## src/rtl/conv_encoder.sv

```systemverilog
// Rate-1/2 K=4 convolutional encoder (G0=1101, G1=1111), bit-serial in.
// Define CONV_ENC_TAIL_EN to append three zero tail bits per frame.
module conv_encoder (
  input  logic       clk,
  input  logic       rst,
  input  logic       in_valid,
  input  logic       in_data,
  input  logic       in_last,
  output logic       in_ready,
  output logic       out_valid,
  output logic [1:0] out_sym,
  output logic       out_last,
  input  logic       out_ready,
  output logic       busy
);

  localparam logic [3:0] G0 = 4'b1101;
  localparam logic [3:0] G1 = 4'b1111;

  typedef enum logic [1:0] {
    IDLE,
    DATA,
    FLUSH
  } state_t;

  state_t     state_q, state_d;
  logic [2:0] sr_q, sr_d;
  logic       ov_q, ov_d;
  logic [1:0] sym_q, sym_d;
  logic       last_q, last_d;
  logic       busy_q, busy_d;
`ifdef CONV_ENC_TAIL_EN
  logic [1:0] tail_q, tail_d;
`endif

  logic       free;
  logic       flush;
  logic       acc;
  logic       din;
  logic [3:0] taps;
  logic [1:0] sym;

  always_comb begin
    state_d = state_q;
    sr_d    = sr_q;
    ov_d    = ov_q;
    sym_d   = sym_q;
    last_d  = last_q;
    busy_d  = busy_q;
`ifdef CONV_ENC_TAIL_EN
    tail_d  = tail_q;
`endif
    free     = !ov_q || out_ready;
    flush    = (state_q == FLUSH);
    in_ready = rst && !flush && free;
    acc      = in_valid && in_ready;
    din      = flush ? 1'b0 : in_data;
    taps     = {din, sr_q[0], sr_q[1], sr_q[2]};
    sym      = {^(G1 & taps), ^(G0 & taps)};

    if (ov_q && out_ready) begin
      ov_d   = 1'b0;
      last_d = 1'b0;
      if (last_q) busy_d = 1'b0;
    end

    unique case (state_q)
      IDLE, DATA: begin
        if (acc) begin
          ov_d    = 1'b1;
          sym_d   = sym;
          last_d  = 1'b0;
          busy_d  = 1'b1;
          sr_d    = {sr_q[1:0], din};
          state_d = DATA;
          if (in_last) begin
`ifdef CONV_ENC_TAIL_EN
            state_d = FLUSH;
            tail_d  = 2'd0;
`else
            // Truncated frame: restart the trellis at state 0
            last_d  = 1'b1;
            sr_d    = 3'b000;
            state_d = IDLE;
`endif
          end
        end
      end
      FLUSH: begin
`ifdef CONV_ENC_TAIL_EN
        if (tail_q != 2'd3) begin
          if (free) begin
            ov_d   = 1'b1;
            sym_d  = sym;
            last_d = (tail_q == 2'd2);
            sr_d   = {sr_q[1:0], din};
            tail_d = tail_q + 2'd1;
          end
        end else if (ov_q && out_ready) begin
          // Hold FLUSH until out_last leaves so a new bit cannot overlap it
          state_d = IDLE;
          tail_d  = 2'd0;
        end
`else
        state_d = IDLE;
`endif
      end
      default: state_d = IDLE;
    endcase
  end

  always_ff @(posedge clk or negedge rst) begin
    if (!rst) begin
      state_q <= IDLE;
      sr_q    <= 3'b000;
      ov_q    <= 1'b0;
      sym_q   <= 2'b00;
      last_q  <= 1'b0;
      busy_q  <= 1'b0;
`ifdef CONV_ENC_TAIL_EN
      tail_q  <= 2'd0;
`endif
    end else begin
      state_q <= state_d;
      sr_q    <= sr_d;
      ov_q    <= ov_d;
      sym_q   <= sym_d;
      last_q  <= last_d;
      busy_q  <= busy_d;
`ifdef CONV_ENC_TAIL_EN
      tail_q  <= tail_d;
`endif
    end
  end

  assign out_valid = ov_q;
  assign out_sym   = sym_q;
  assign out_last  = last_q;
  assign busy      = busy_q;

endmodule
```

## config.mk

```make
export PLATFORM = sky130hd
export DESIGN_NAME = conv_encoder
export DESIGN_NICKNAME = d
export VERILOG_FILES = /design/src/rtl/conv_encoder.sv
export SDC_FILE = /design/constraint.sdc
export NUM_CORES = 1
export LEC_CHECK = 0
export BUFFER_PORTS_ARGS = -buffer_cell sky130_fd_sc_hd__buf_2
export CORE_AREA = 5 5 42 44
export DETAILED_ROUTE_END_ITERATION = 7
export DIE_AREA = 0 0 47 49
export PLACE_DENSITY = 0.55
export SKIP_CTS_REPAIR_TIMING = 1
export SYNTH_ARGS = -nofsm -noshare
export SYNTH_HDL_FRONTEND = slang
export SYNTH_SLANG_ARGS = --single-unit
```

## constraint.sdc

```tcl
create_clock -name clk -period 1.1 [get_ports clk]
set_input_delay 0.055 -clock clk [delete_from_list [all_inputs] [get_ports clk]]
set_output_delay 0.055 -clock clk [all_outputs]
set_load 0.03 [all_outputs]
```

==> out/metrics.cfg, run 1 <==
[run_status]
status = finished, violations left
violations = negative setup slack

[final_layout]
final_nets = 55
syn2layout_area_growth_pct = 30.79
n_antenna_cell = 0
fin_cells = 64
final_layout_size_suffix_gt1_frac = 0.6042

[sta]
fin_crit_ps = 1234
timing.slew.headroom = 0.7374
setup_violations = 7
fin_tns_setup_ps = -790.9
fmax_ghz = 0.8107
tightest_slew_ps = 392.7
rsz0062_at_grt = yes
finClkSkew_ps = 6.715
slew_violations = 0
hold_slack_ps = 84.39
period_share = 1.121
worst_slack_ps = -133.6
hold_violations = 0

[route]
ant_nets = 0
drtIter0Drc = 3
avgViaCountPerCell = 4.219
drt_wl_total_um = 761
wl_per_cell_um = 11.89
drc = 0
vias = 270
dr.pass1.iters = 2

[power]
comb_power_share = 0.365
ir_worst_vdd_mv = 0.5946
p_switching_mw = 0.3427
p_per_area_nw_per_um2 = 1833
leakage_nw = 0.2757
switching_share = 0.3350
seqPwrFrac = 0.393
pwr-share-clk = 0.242
internal-power_mw = 0.6801

[synthesis]
synth-seq-cells = 8
yosys_warnings = 0
synth_area_leaders = dfrtp_1 47%, mux2_4 21%, nor2b_1 4.4%, xnor2_1 4.1%, xnor2_2 3.8%
synth_adder_area_share = 0
syn_area_um2 = 426.7
synth_top_area_share = 0.4692
synth_nets = 36
synth_compound_area_frac = 0.03812
seq_area_frac_synth = 0.4692
syn_inst = 30
muxShareOfSynthArea = 0.2111
synthXorXnorAreaFrac = 0.09971
synth_top_family_by_area = multiplexers
yosys.cell_types.count = 14
synth.avg_cell_area_um2 = 14.22
synth_top_area_cell = dfrtp_1
synth_simple_gate_area_frac = 0.1554

[place]
post-place-ws_ps = -117.3
place.gp.congestion = 0.6673
hpwl_um = 631.8
dp.cells = 59
io_buffer_count = 11

[setup_path]
start_kind = flop
cp_max_fo = 7
cp.required_ps = 1230
path_class = reg2reg
worstPathArrival_ps = 1370
end_kind = flop

[floorplan]
start_util = 0.3045
die_w_um = 47
die_y_um = 49
ios = 12
core_area_um2 = 1401
fp-row-count = 14
die_area_um2 = 2303

[global_routing]
grt_overflow = 0
track_usage = 0.07720
grt_pass1_wl_mm = 1.242
antenna_found_initial = 0
grt_pass1_vias = 252
grt_max_degree = 10

[clock_tree]
cts_root_buf = clkbuf_4
ctsHtreeMaxLevel = 1
numCtsBuffers = 3
clk_pin_slew_ps = 60
clk-insertion-delay-late_ps = 250
clk_path_buf_depth = 2
clock_sinks = 8
cts_tree = yes

[min_path]
hp-class = in2reg

[flow_run]
cap_violations = 0

-- kinds of logic after synthesis --
kind of cell    Yosys count
compound gates            2
xor+xnor                  4
buf+inv                   1
flops                     8
mux                       6
simple gates              9
-- metrics by stage --
stage	total power, mW	instance area, µm²	util
global route	1.072	558.0	0.3982
global placement	0.7737	514.2	0.3670
finish	1.023	558.0	0.3982
detailed placement	0.7822	514.2	0.3670
floorplan	0.6747	427.9	-
CTS	1.032	540.5	0.3857
-- power by group through the flow --
stage	sequential, mW	clock, mW	combinational [mW]
2_1_floorplan	0.503	0	0.172
3_3_place_gp	0.408	0	0.366
3_5_place_dp	0.410	0	0.372
4_1_cts	0.405	0.255	0.372
5_1_grt	0.411	0.267	0.393
6_report	0.402	0.248	0.373
-- worst paths after layout --
check                                             to           startpoint  cells past startpoint  slack, ps
max in group asynchronous        out_valid$_DFF_PN0_                  rst                      3        450
worst max register to register   sr_q[2]$_DFFE_PN0P_  out_valid$_DFF_PN0_                      3       -130
worst min-delay path            out_last$_DFFE_PN0P_              in_last                      2         80
worst min register to register        busy$_DFF_PN0_       busy$_DFF_PN0_                      1        490
min in group asynchronous             busy$_DFF_PN0_                  rst                      3        350
worst max-delay path             sr_q[2]$_DFFE_PN0P_  out_valid$_DFF_PN0_                      3       -130
-- worst max-delay path, stage by stage, from the launching register on --
cell,delay [ps]
dfrtp_2,420
nand2b_4,70
nor2b_4,290
mux2_4,330
-- cell usage after synthesis, drive strengths merged --
master  n
nand3   1
buf     1
xnor2   3
a21boi  1
nand2   2
mux2    6
dfrtp   8
xor2    1
nand2b  1
a21o    1
and2    1
nor2b   4
-- layer usage --
| layer | share of wire | up-vias | GRT usage |
|---|---|---|---|
| met5 | 0 | - | 0 |
| met4 | 0 | 0 | 0.04147 |
| met2 | 0.47 | 9 | 0.09955 |
| met3 | 0.072 | 0 | 0.03690 |
| li1 | - | 134 | - |
| met1 | 0.46 | 127 | 0.1029 |
-- registers in the layout, indices dropped and copies added (netlist names) --
register,count
busy,1
out_sym,2
out_valid,1
sr_q,3
out_last,1
-- cell type report --
class | count | area [µm²]
timing repair buffer | 15 | 93.84
clock buffer | 4 | 26.28
multi-input combinational | 21 | 216.5
tap | 16 | 20.02
fill | 146 | 843.3
sequential | 8 | 201.4
-- layout by cell type, fill, tap and decap left out --
cell type	count
buf_6	1
and2_4	1
dfrtp_1	7
buf_2	10
dlygate4sd3_1	1
mux2_4	6
xor2_1	1
xnor2_2	1
dfrtp_2	1
a21boi_0	1
clkbuf_1	1
nand2_1	2
buf_4	3
nand3_1	1
nor2b_1	3
nand2b_4	1
nor2b_4	1
clkbuf_4	3
xnor2_1	2
a21o_2	1
No activity file was read; power rests on OpenSTA's default activity.
==> run 2, diff against run 1 <==
==> constraint.sdc (replaced) <==
create_clock -name clk -period 1.1 [get_ports clk]
set_input_delay 0.165 -clock clk [delete_from_list [all_inputs] [get_ports clk]]
set_output_delay 0.165 -clock clk [all_outputs]
set_load 0.03 [all_outputs]
==> run 2 against run 1 <==
  * The flow still finishes with violations (negative setup slack)
  * Hold slack better by 110 ps
  * Global-route usage up 0.14 points
  * Final cell count up 4.7%
  * Via count up 7.8%
  * Non-clock buffer count up 3
  * Sequential share of layout area down 2.2 points
  * First-iteration DRC count down 67%
  * Clock skew down 2.3 ps
  * Register-to-register slack about the same
  * Design area up 6.5%
==> out/metrics.cfg, run 2 (synthesis results as in run 1) <==
[route]
drc = 0  ; unchanged
dr.pass1.iters = 4  ; +2
drtIter0Drc = 1  ; -2
wl_per_cell_um = 11.57  ; -2.7%
avgViaCountPerCell = 4.343  ; +3.0%
drt_wl_total_um = 775  ; +1.8%
vias = 291  ; +7.8%
ant_nets = 0  ; unchanged

[setup_path]
worst-path-stages = 4  ; +1
cp_max_fo = 2  ; -5
reg2reg_depth = 3  ; unchanged
critPathBufInv = 2  ; +2
cpPeakStageDelay_ps = 420  ; about the same
cp_cell_sequence = nand2b_4 -> buf_6 -> and2_4 -> buf_6
cp.required_ps = 940  ; -290 ps
start_kind = flop
crit_path_frequent_cell = buf_6
cp_slowest_cell = dfrtp_2
path_class = reg2out
cp_top_family = flip-flops
worstPathArrival_ps = 1090  ; -280 ps
end_kind = output port

[sta]
rsz0062_at_grt = yes
hold_violations = 0  ; unchanged
setup_violations = 8  ; +1
fmax_ghz = 0.7982  ; -1.5%
finClkSkew_ps = 4.425  ; -2.291 ps
timing.slew.headroom = 0.7506  ; +0.01327
tightest_slew_ps = 372.8  ; -19.84 ps
period_share = 1.139  ; +0.01753
slew_violations = 0  ; unchanged
fin_crit_ps = 1253  ; +19.29 ps
worst_slack_ps = -152.9  ; -19.29 ps

[final_layout]
most-common-layout-cells = 9 x buf_2, 7 x dfrtp_1, 6 x mux2_4, 4 x buf_6, 4 x buf_4
final_common_cell = buf_2
final_core_util = 0.4241  ; +0.02589
final_cell_area_um2 = 594.3  ; +6.5%
n_antenna_cell = 0  ; unchanged
final.fill_count = 148  ; +1.4%
largest_reg_flops = 3  ; unchanged
final_nets = 58  ; +5.5%
syn2layout_area_growth_pct = 39.30
top_register = sr_q
final_layout_size_suffix_gt1_frac = 0.6275  ; +0.02328

[power]
pwr-share-clk = 0.240  ; -0.002
switching_share = 0.3340  ; -0.001087
ir_worst_vdd_mv = 0.8605  ; +45%
internal-power_mw = 0.6965  ; +2.4%
leakage_nw = 0.2944  ; +6.8%
comb_power_share = 0.375  ; +0.010
seqPwrFrac = 0.385  ; -0.008
p_per_area_nw_per_um2 = 1760  ; -4.0%
p_switching_mw = 0.3492  ; +1.9%

[global_routing]
grt_pass1_wl_mm = 1.235  ; -0.56%
grt_overflow = 0  ; unchanged
antenna_found_initial = 0  ; unchanged
grt_pass1_vias = 279  ; +11%
track_usage = 0.07861  ; +0.001416
grt_max_degree = 10  ; unchanged

[clock_tree]
clk_path_buf_depth = 2  ; unchanged
cts_tree = yes
clk_pin_slew_ps = 60  ; about the same
numCtsBuffers = 3  ; unchanged
clk-insertion-delay-late_ps = 260  ; about the same
ctsHtreeMaxLevel = 1  ; unchanged
clock_sinks = 8  ; unchanged
cts_root_buf = clkbuf_4

[floorplan]
core_area_um2 = 1401  ; unchanged
ios = 12  ; unchanged
die_y_um = 49  ; unchanged
start_util = 0.3045  ; unchanged
die_w_um = 47  ; unchanged
fp-row-count = 14  ; unchanged
die_area_um2 = 2303  ; unchanged

[place]
io_buffer_count = 11  ; unchanged
hpwl_um = 552.7  ; -13%
post-place-ws_ps = -114.5  ; +2.751 ps
place.gp.congestion = 0.6733  ; +0.90%
placed_area_um2 = 521.8  ; +1.5%

[min_path]
hp-class = in2reg
whs_path_depth = 2  ; unchanged

[run_status]
status = finished, violations left
violations = negative setup slack

[flow_run]
cap_violations = 0  ; unchanged

run 2: cell types whose count changed in the layout (fill, tap and decap cells not counted):
cell	previous run	this run
buf_6	1	4
buf_4	3	4
buf_2	10	9
run 2: through the flow:
stage	hold slack, ps	power [mW]	std cells	TNS [ps]
floorplan	-130.6	0.6747	30	-903.6
global placement	96.69	0.7765	60	-578.5
detailed placement	100.1	0.7788	60	-667.4
CTS	-184.4	1.039	64	-1065
global route	193.6	1.102	67	-1266
finish	197.2	1.046	67	-1018
run 2: area by class of cell:
class | count | area, µm² | area share
Clock buffer | 4 | 26.28 | 0.04421
Tap cell | 16 | 20.02 | 0.03368
Sequential cell | 8 | 201.4 | 0.3389
Timing Repair Buffer | 18 | 130.1 | 0.2189
Multi-Input combinational cell | 21 | 216.5 | 0.3642
run 2: final timing paths:
kind                       slack [ps]                     end                start
max reg2reg                      -130     sr_q[2]$_DFFE_PN0P_  out_valid$_DFF_PN0_
min reg2reg                       490          busy$_DFF_PN0_       busy$_DFF_PN0_
min                               200    out_last$_DFFE_PN0P_              in_last
min in group asynchronous         450  out_sym[0]$_DFFE_PN0P_                  rst
max in group asynchronous         360     out_valid$_DFF_PN0_                  rst
max                              -150                in_ready  out_valid$_DFF_PN0_
run 2: power by group through the flow:
stage | registers, mW | clock network, mW | logic [mW]
detailed placement | 0.409 | 0 | 0.370
global placement | 0.407 | 0 | 0.369
CTS | 0.404 | 0.263 | 0.372
finish | 0.403 | 0.251 | 0.392
floorplan | 0.503 | 0 | 0.172
global route | 0.413 | 0.276 | 0.413
run 2: routing by layer:
metal	routed length, µm	track usage	up-vias
met5	0	0	-
met4	0	0.02765	0
met3	62	0.07011	0
met2	376	0.09955	9
met1	336	0.09396	138
li1	-	-	144
==> run 3, diff against run 2 <==
- RECOVER_POWER: not set -> 25
==> run 3 against run 2 <==
  * The run still ends with negative setup slack left
  * Combinational power hardly changed
  * Clock skew is the same
  * Wire length is 0.26% lower
  * Clock-buffer cell count unchanged
  * Critical path depth did not move
  * Critical endpoint unchanged
==> out/metrics.cfg, run 3 (synthesis results as in run 1) <==
[sta]
finClkSkew_ps = 4.425  ; unchanged
worst_slack_ps = -153.1  ; -0.2330 ps
fin_crit_ps = 1253  ; +0.2330 ps
hold_violations = 0  ; unchanged
fmax_ghz = 0.7980  ; about the same
period_share = 1.139  ; about the same
tightest_slew_ps = 372.8  ; unchanged
slew_violations = 0  ; unchanged
setup_violations = 8  ; unchanged
rsz0062_at_grt = yes
timing.slew.headroom = 0.7506  ; unchanged

[final_layout]
final_nets = 58  ; unchanged
final_common_cell = buf_2
final_cell_area_um2 = 593.1  ; -0.21%
final_core_util = 0.4232  ; -0.0008930
syn2layout_area_growth_pct = 39.00
multi_input_area_um2 = 216.5  ; unchanged
n_antenna_cell = 0  ; unchanged
most-common-layout-cells = 8 x buf_2, 7 x dfrtp_1, 6 x mux2_4, 4 x buf_6, 4 x buf_4
fin_cells = 67  ; unchanged
final_layout_size_suffix_gt1_frac = 0.6078  ; -0.01961
top_register = sr_q
seqCellArea_um2 = 201.4  ; unchanged
largest_reg_flops = 3  ; unchanged
final.fill_count = 149  ; +0.68%

[setup_path]
rrSetupSlack_ps = -130  ; about the same
end_kind = output port
cp.required_ps = 940  ; about the same
cp_max_fo = 2  ; unchanged
reg2reg_from = out_valid$_DFF_PN0_
start_kind = flop
reg2reg_depth = 3  ; unchanged
worstPathArrival_ps = 1090  ; about the same
critical_path.startpoint = out_valid$_DFF_PN0_
crit_end = in_ready
r2r_end = sr_q[2]$_DFFE_PN0P_
path_class = reg2out

[clock_tree]
clk_path_buf_depth = 2  ; unchanged
numCtsBuffers = 3  ; unchanged
cts_tree = yes
clock_sinks = 8  ; unchanged
clk-insertion-delay-late_ps = 260  ; about the same
cts_root_buf = clkbuf_4
ctsHtreeMaxLevel = 1  ; unchanged
clk_pin_slew_ps = 60  ; about the same

[place]
dp.cells = 60  ; unchanged
placed_area_um2 = 521.8  ; unchanged
io_buffer_count = 11  ; unchanged
hpwl_um = 552.7  ; unchanged
post-place-ws_ps = -114.5  ; unchanged
place.gp.congestion = 0.6733  ; unchanged

[power]
fin_total_pwr_mw = 1.045  ; about the same
leakage_nw = 0.2916  ; -0.94%
comb_power_share = 0.375  ; about the same
ir_worst_vdd_mv = 0.8605  ; about the same
p_switching_mw = 0.3492  ; about the same
switching_share = 0.3341  ; about the same
pwr-share-clk = 0.240  ; about the same
internal-power_mw = 0.6960  ; about the same
seqPwrFrac = 0.385  ; about the same
p_per_area_nw_per_um2 = 1762  ; +0.16%

[route]
drtIter0Drc = 1  ; unchanged
drt_wl_total_um = 773  ; -0.26%
drc = 0  ; unchanged
ant_nets = 0  ; unchanged
vias = 291  ; unchanged
wl_per_cell_um = 11.54  ; -0.26%
avgViaCountPerCell = 4.343  ; unchanged
dr.pass1.iters = 4  ; unchanged

[global_routing]
grt_pass1_wl_mm = 1.235  ; unchanged
grt_overflow = 0  ; unchanged
antenna_found_initial = 0  ; unchanged
grt_pass1_vias = 279  ; unchanged
track_usage = 0.07861  ; unchanged
grt_max_degree = 10  ; unchanged

[run_status]
status = finished, violations left
violations = negative setup slack

[floorplan]
die_y_um = 49  ; unchanged
die_w_um = 47  ; unchanged
fp-row-count = 14  ; unchanged
core_area_um2 = 1401  ; unchanged
die_area_um2 = 2303  ; unchanged
ios = 12  ; unchanged
start_util = 0.3045  ; unchanged

[min_path]
hp-class = in2reg
hp-start = in_last

[flow_run]
cap_violations = 0  ; unchanged

## run 3: how the worst min path moves through the flow
stage / end / depth (start not counted)
2_1_floorplan: busy$_DFF_PN0_ / 0
6_report: out_last$_DFFE_PN0P_ / 2
5_1_grt: out_last$_DFFE_PN0P_ / 2
3_5_place_dp: busy$_DFF_PN0_ / 2
4_1_cts: sr_q[0]$_DFFE_PN0P_ / 2
3_3_place_gp: busy$_DFF_PN0_ / 2
## run 3: critical path, cell delays in order (launching register included)
cell	delay (ps)
dfrtp_2	420
nand2b_4	80
buf_6	90
and2_4	130
buf_6	120
## run 3: cell type report
class,instances,share of cell area
multi-input cells,21,0.3650
flip-flops and latches,8,0.3397
repair buffers,18,0.2173
clock buffers,4,0.04430
well taps,16,0.03376
## run 3: per-layer routing
layer,track usage,wire [µm]
met3,0.07011,57
met5,0,0
met4,0.02765,0
met1,0.09396,339
met2,0.09955,376
## run 3: power groups by stage
stage,registers [mW],clock network [mW],logic [mW]
floorplan,0.503,0,0.172
CTS,0.404,0.263,0.372
global route,0.413,0.276,0.413
global placement,0.407,0,0.369
detailed placement,0.409,0,0.370
finish,0.403,0.251,0.391
## run 3: metrics by stage
stage	hold slack (ps)	TNS, ps
finish	197.2	-1018
global placement	96.69	-578.5
floorplan	-130.6	-903.6
global route	193.6	-1266
detailed placement	100.1	-667.4
CTS	-184.4	-1065
